==> src/rtl/uart_pkg.sv <==
// Shared UART receive definitions: FSM encoding and frame/word geometry.
package uart_pkg;

  typedef enum logic [2:0] {
    ST_IDLE,
    ST_START,
    ST_DATA,
    ST_STOP,
    ST_BREAK_WAIT
  } rx_state_t;

  localparam int FRAME_BITS     = 8;
  localparam int BYTES_PER_WORD = 4;
  localparam int WORD_BITS      = FRAME_BITS * BYTES_PER_WORD;

endpackage

==> src/rtl/uart_byte_rx.sv <==
// 8N1 UART byte receiver: line synchronizer, mid-bit sampling FSM, byte and frame-error pulses.
module uart_byte_rx
  import uart_pkg::*;
#(
  parameter int CLKS_PER_BIT = 868
) (
  input  logic                  clk,
  input  logic                  rst_n,
  input  logic                  serial,
  output logic [FRAME_BITS-1:0] rx_data,
  output logic                  rx_done,
  output logic                  rx_err,
  output logic [FRAME_BITS-1:0] byte_out,
  output logic                  byte_valid,
  output logic                  frame_err,
  output logic                  busy
);

  localparam int TW = $clog2(CLKS_PER_BIT);
  localparam int BW = $clog2(FRAME_BITS);
  localparam logic [TW-1:0] HALF_CNT = TW'(CLKS_PER_BIT / 2 - 1);
  localparam logic [TW-1:0] FULL_CNT = TW'(CLKS_PER_BIT - 1);
  localparam logic [BW-1:0] LAST_BIT = BW'(FRAME_BITS - 1);

  logic [1:0]            sync_reg;
  logic                  line;
  rx_state_t             state_reg, state_next;
  logic [TW-1:0]         timer_reg, timer_next;
  logic [BW-1:0]         bit_cnt_reg, bit_cnt_next;
  logic [FRAME_BITS-1:0] shift_reg, shift_next;
  logic [FRAME_BITS-1:0] byte_reg, byte_next;
  logic                  byte_valid_reg, byte_valid_next;
  logic                  frame_err_reg, frame_err_next;

  assign line = sync_reg[1];

  always_ff @(posedge clk or negedge rst_n) begin
    if (!rst_n) begin
      sync_reg       <= 2'b11;
      state_reg      <= ST_IDLE;
      timer_reg      <= '0;
      bit_cnt_reg    <= '0;
      shift_reg      <= '0;
      byte_reg       <= '0;
      byte_valid_reg <= 1'b0;
      frame_err_reg  <= 1'b0;
    end else begin
      sync_reg       <= {sync_reg[0], serial};
      state_reg      <= state_next;
      timer_reg      <= timer_next;
      bit_cnt_reg    <= bit_cnt_next;
      shift_reg      <= shift_next;
      byte_reg       <= byte_next;
      byte_valid_reg <= byte_valid_next;
      frame_err_reg  <= frame_err_next;
    end
  end

  always_comb begin
    state_next      = state_reg;
    timer_next      = timer_reg;
    bit_cnt_next    = bit_cnt_reg;
    shift_next      = shift_reg;
    byte_next       = byte_reg;
    byte_valid_next = 1'b0;
    frame_err_next  = 1'b0;
    rx_done         = 1'b0;
    rx_err          = 1'b0;
    case (state_reg)
      ST_IDLE: begin
        if (!line) begin
          state_next = ST_START;
          timer_next = '0;
        end
      end
      ST_START: begin
        // Re-check the line half a bit in to reject glitches.
        if (timer_reg == HALF_CNT) begin
          timer_next = '0;
          if (!line) begin
            state_next   = ST_DATA;
            bit_cnt_next = '0;
          end else begin
            state_next = ST_IDLE;
          end
        end else begin
          timer_next = timer_reg + 1'b1;
        end
      end
      ST_DATA: begin
        if (timer_reg == FULL_CNT) begin
          timer_next   = '0;
          shift_next   = {line, shift_reg[FRAME_BITS-1:1]};
          bit_cnt_next = bit_cnt_reg + 1'b1;
          if (bit_cnt_reg == LAST_BIT) state_next = ST_STOP;
        end else begin
          timer_next = timer_reg + 1'b1;
        end
      end
      ST_STOP: begin
        if (timer_reg == FULL_CNT) begin
          timer_next = '0;
          if (line) begin
            byte_next       = shift_reg;
            byte_valid_next = 1'b1;
            rx_done         = 1'b1;
            state_next      = ST_IDLE;
          end else begin
            frame_err_next = 1'b1;
            rx_err         = 1'b1;
            state_next     = ST_BREAK_WAIT;
          end
        end else begin
          timer_next = timer_reg + 1'b1;
        end
      end
      ST_BREAK_WAIT: begin
        if (line) state_next = ST_IDLE;
      end
      default: state_next = ST_IDLE;
    endcase
  end

  assign rx_data    = shift_reg;
  assign byte_out   = byte_reg;
  assign byte_valid = byte_valid_reg;
  assign frame_err  = frame_err_reg;
  assign busy       = (state_reg == ST_DATA) || (state_reg == ST_STOP) ||
                      (state_reg == ST_BREAK_WAIT);

endmodule

==> src/rtl/serial_to_word_rx.sv <==
// UART receiver top: byte reception plus optional assembly of 4 bytes into a big-endian word.
module serial_to_word_rx
  import uart_pkg::*;
#(
  parameter int CLKS_PER_BIT = 868
) (
  input  logic                  sys_clk,
  input  logic                  sw_0,
  input  logic                  i_serial,
  input  logic                  i_mode_select,
  output logic [FRAME_BITS-1:0] o_byte,
  output logic                  o_byte_valid,
  output logic [WORD_BITS-1:0]  o_word,
  output logic                  o_word_valid,
  output logic                  o_frame_err,
  output logic                  o_busy
);

  localparam int CW = $clog2(BYTES_PER_WORD);
  localparam logic [CW-1:0] LAST_BYTE = CW'(BYTES_PER_WORD - 1);

  logic [FRAME_BITS-1:0] rx_data;
  logic                  rx_done;
  logic                  rx_err;
  logic [CW-1:0]         cnt_reg, cnt_next;
  logic [WORD_BITS-1:0]  acc_reg, acc_next;
  logic [WORD_BITS-1:0]  word_reg, word_next;
  logic                  word_valid_reg, word_valid_next;

  uart_byte_rx #(
    .CLKS_PER_BIT(CLKS_PER_BIT)
  ) u_byte_rx (
    .clk       (sys_clk),
    .rst_n     (sw_0),
    .serial    (i_serial),
    .rx_data   (rx_data),
    .rx_done   (rx_done),
    .rx_err    (rx_err),
    .byte_out  (o_byte),
    .byte_valid(o_byte_valid),
    .frame_err (o_frame_err),
    .busy      (o_busy)
  );

  always_ff @(posedge sys_clk or negedge sw_0) begin
    if (!sw_0) begin
      cnt_reg        <= '0;
      acc_reg        <= '0;
      word_reg       <= '0;
      word_valid_reg <= 1'b0;
    end else begin
      cnt_reg        <= cnt_next;
      acc_reg        <= acc_next;
      word_reg       <= word_next;
      word_valid_reg <= word_valid_next;
    end
  end

  // Acts on the stop-sample strobe so the word pulse registers alongside o_byte_valid.
  always_comb begin
    cnt_next        = cnt_reg;
    acc_next        = acc_reg;
    word_next       = word_reg;
    word_valid_next = 1'b0;
    if (rx_err) begin
      cnt_next = '0;
      acc_next = '0;
    end else if (rx_done) begin
      if (i_mode_select) begin
        acc_next = {acc_reg[WORD_BITS-FRAME_BITS-1:0], rx_data};
        cnt_next = cnt_reg + 1'b1;
        if (cnt_reg == LAST_BYTE) begin
          word_next       = acc_next;
          word_valid_next = 1'b1;
        end
      end else begin
        cnt_next = '0;
        acc_next = '0;
      end
    end
  end

  assign o_word       = word_reg;
  assign o_word_valid = word_valid_reg;

endmodule

==> config.mk <==
export PLATFORM = sky130hd
export DESIGN_NAME = serial_to_word_rx
export DESIGN_NICKNAME = d
export VERILOG_FILES = /design/src/rtl/uart_pkg.sv /design/src/rtl/uart_byte_rx.sv /design/src/rtl/serial_to_word_rx.sv
export SDC_FILE = /design/constraint.sdc
export NUM_CORES = 1
export LEC_CHECK = 0
export ABC_AREA = 1
export CAP_MARGIN = 20
export CORE_ASPECT_RATIO = 0.8
export CORE_MARGIN = 2
export CORE_UTILIZATION = 24
export DETAILED_ROUTE_END_ITERATION = 6
export PLACE_DENSITY_LB_ADDON = 0.1
export SLEW_MARGIN = 25
export SYNTH_ARGS = -nofsm -noshare
export SYNTH_HDL_FRONTEND = slang
export SYNTH_SLANG_ARGS = --single-unit
==> constraint.sdc <==
create_clock -name sys_clk -period 2 [get_ports sys_clk]
set_input_delay 0.6 -clock sys_clk [delete_from_list [all_inputs] [get_ports sys_clk]]
set_output_delay 0.6 -clock sys_clk [all_outputs]
set_load 0.01 [all_outputs]
==> impl_metrics.json <==
{
  "status": "finished clean",
  "timing.rr.end": "u_byte_rx.timer_reg[5]",
  "first_pass_iters": 4,
  "initial_core_util_pct": 24.3,
  "synth_warnings": 0,
  "clock.fmax_mhz": 523,
  "critPathCaptureType": "output port",
  "slowest_stage": "clkdlybuf4s50_1",
  "dpl.hpwl_um": 7650,
  "clkSlewWorstSetupHoldPaths_ns": 0.07,
  "min_period_ns": 1.91,
  "synth_edf_count": 0,
  "setup_tns_ns": 0,
  "crit_path_max_fanout": 2,
  "clock_latency_ns": 0.34,
  "crit_cells": 1,
  "pin_count": 48,
  "synth_common_cells": "nand2_1 (165), inv_1 (102), dfrtp_1 (93), nand3_1 (39), o21ai_0 (39)",
  "cpLargestDelayFamily": "buffers and inverters",
  "hold_buffers": 0,
  "grt_pass1_wl_um": 18500,
  "grt_max_degree": 50,
  "final_nets": 604,
  "gp_congestion": 0.825,
  "largest_register_ffs": 32,
  "rows": 44,
  "cts_tree": "yes",
  "placedCellCount": 813,
  "dpl_cell_area_um2": 5230,
  "grt_use_met1_pct": 18.5,
  "ant_nets": 0,
  "routed_wl_um": 10900,
  "worstSetupPathType": "reg2out",
  "seq_area_frac_synth_pct": 54.5,
  "switching_share_pct": 22.0,
  "ys.flop_type": "dfrtp_1",
  "finalClockSkew_ns": 0.00805,
  "internal-power_w": 0.00285,
  "port_buffers": 47,
  "diodes": 0,
  "root_buffer": "clkbuf_16",
  "cts_num_sinks": 95,
  "power_frac_seq_pct": 52.7,
  "htree_levels": 3,
  "required_ns": 1.40,
  "grt_pass1_vias": 3502,
  "rsz0062_at_grt": "no",
  "rr_worst_depth": 8,
  "maxCapViolCount": 0,
  "p_sw_w": 0.000805,
  "cts_made_buffers": 9,
  "busiest_layer": "met1",
  "syn-num-nets": 544,
  "power.leakage_nw": 2.97,
  "synth.top_cell.area_share_pct": 53.3,
  "regToRegSetupSlack_ns": 0.22,
  "drv_slew": 0,
  "start_kind": "register",
  "slowest_delay_ns": 0.56,
  "cts_buffer_depth": 2,
  "yosysUniqueCellTypes": 30,
  "synthArstFlopShare_pct": 100,
  "wire_per_inst_um": 13.1,
  "powerDensity_nw_per_um2": 661,
  "grtUsageMet3_pct": 3.38,
  "syn-cell-area_um2": 4370,
  "drc": 0,
  "antenna_found_initial": 0,
  "drive_gt1_share_pct": 10.0,
  "yosysTopAreaCell": "dfrtp_1",
  "syn_inst": 535,
  "area_delta_synth_final_pct": 26.5,
  "r2r_start": "u_byte_rx.timer_reg[0]",
  "ir_drop_mv": 0.435,
  "finalCritPeriodShare_pct": 95.5,
  "synth_most_common_cell": "nand2_1",
  "setup_viol": 0,
  "hold_path_class": "in2async",
  "grt_use_met2_pct": 16.5,
  "die-area_um2": 19300,
  "initialDrtViolationCount": 169,
  "grt.total_usage_pct": 12.1,
  "worst_pin_slew_ns": 0.377,
  "final_area_um2": 5520,
  "via_per_inst": 4.19,
  "avgSynthCellArea_um2": 8.16,
  "combPwrFrac_pct": 2.3,
  "die_y_um": 125,
  "hold_viol": 0,
  "cp_cell_sequence": "clkdlybuf4s50_1",
  "instances_no_fill": 829,
  "clkPwrFrac_pct": 45.0,
  "slew_headroom_pct": 74.8,
  "vias": 3471,
  "ys_ff_latch": 95,
  "path_buf_inv": 1,
  "overflow": 0,
  "synth.top_cells.by_area": "dfrtp_1 (53%), nand2_1 (14%), inv_1 (8.8%)",
  "cp.arrival_ns": 1.31,
  "fp.coreArea_um2": 18000,
  "die_w_um": 155
}
[area by class of cell]
type,instances,area [µm²]
timing repair buffer,65,666
tap,230,288
sequential,95,2380
multi-input combinational,319,1520
clock inverter,3,18.8
fill,1922,12500
inverter,105,394
clock buffer,12,256
[logic make-up (layout without fill, tap and decap cells)]
group | count (synthesis) | in the layout | synth area share [%]
simple gates | 256 | 256 | 25.0
buf+inv | 121 | 185 | 11.1
xor+xnor | 4 | 4 | 0.802
flops | 95 | 95 | 54.5
compound gates | 54 | 54 | 7.19
fa+ha+maj | 5 | 5 | 1.43
[metal layers]
layer	routed length (µm)	share of wire, %
met4	129	1.2
met1	5930	55
met3	449	4.1
met2	4360	40
met5	0	0
[power by group through the flow]
stage | registers, W | clock network, W | logic, W
2_1_floorplan | 0.00196 | 0 | 0.0000159
3_5_place_dp | 0.00196 | 0 | 0.0000877
6_report | 0.00193 | 0.00164 | 0.0000823
3_3_place_gp | 0.00196 | 0 | 0.0000870
5_1_grt | 0.00192 | 0.00177 | 0.0000959
4_1_cts | 0.00193 | 0.00171 | 0.0000880
[timing repair]
item | 4_1_cts | 5_1_grt
gates resized for setup | 3 | 4
endpoints found under the setup margin | 1 | 11
pin swaps | 1 | 0
setup buffers | 1 | 0
[cell usage in the layout (no fill, tap or decap), drive strengths merged]
cell type	netlist	layout
nor2	37	37
clkdlybuf4s50	0	45
xor2	3	3
nand2	167	167
o21bai	1	1
clkinv	1	4
nand3	40	40
dfstp	2	2
nor3b	1	1
xnor2	1	1
dfrtp	93	93
nand4	9	9
ha	5	5
o21ai	50	50
o221ai	1	1
nor3	2	2
a21oi	2	2
clkdlybuf4s15	0	1
buf	7	19
inv	104	104
clkbuf	9	12
[through the flow]
stage	setup slack [ns]	hold WS, ns	total power, W	utilization [%]
2_1_floorplan	0.420	0.304	0.00198	-
3_3_place_gp	0.0686	0.352	0.00205	29.0
3_5_place_dp	0.0306	0.353	0.00205	29.0
4_1_cts	0.0157	0.230	0.00372	30.6
5_1_grt	0.00609	0.226	0.00379	30.7
6_report	0.0896	0.235	0.00365	30.7
[worst max path at each step]
stage / start / to / slack [ns]
after floorplan: u_byte_rx.timer_reg[0] / o_word[1] / 0.42
after global placement: i_mode_select / o_word[4] / 0.07
after detailed placement: i_mode_select / o_word[6] / 0.03
after CTS: u_byte_rx.state_reg[1] / o_busy / 0.02
after global routing: u_byte_rx.state_reg[0] / o_busy / 0.006
final: o_word[12] / o_word[12] / 0.09
Note: power is estimated with default switching activity, not from simulation.
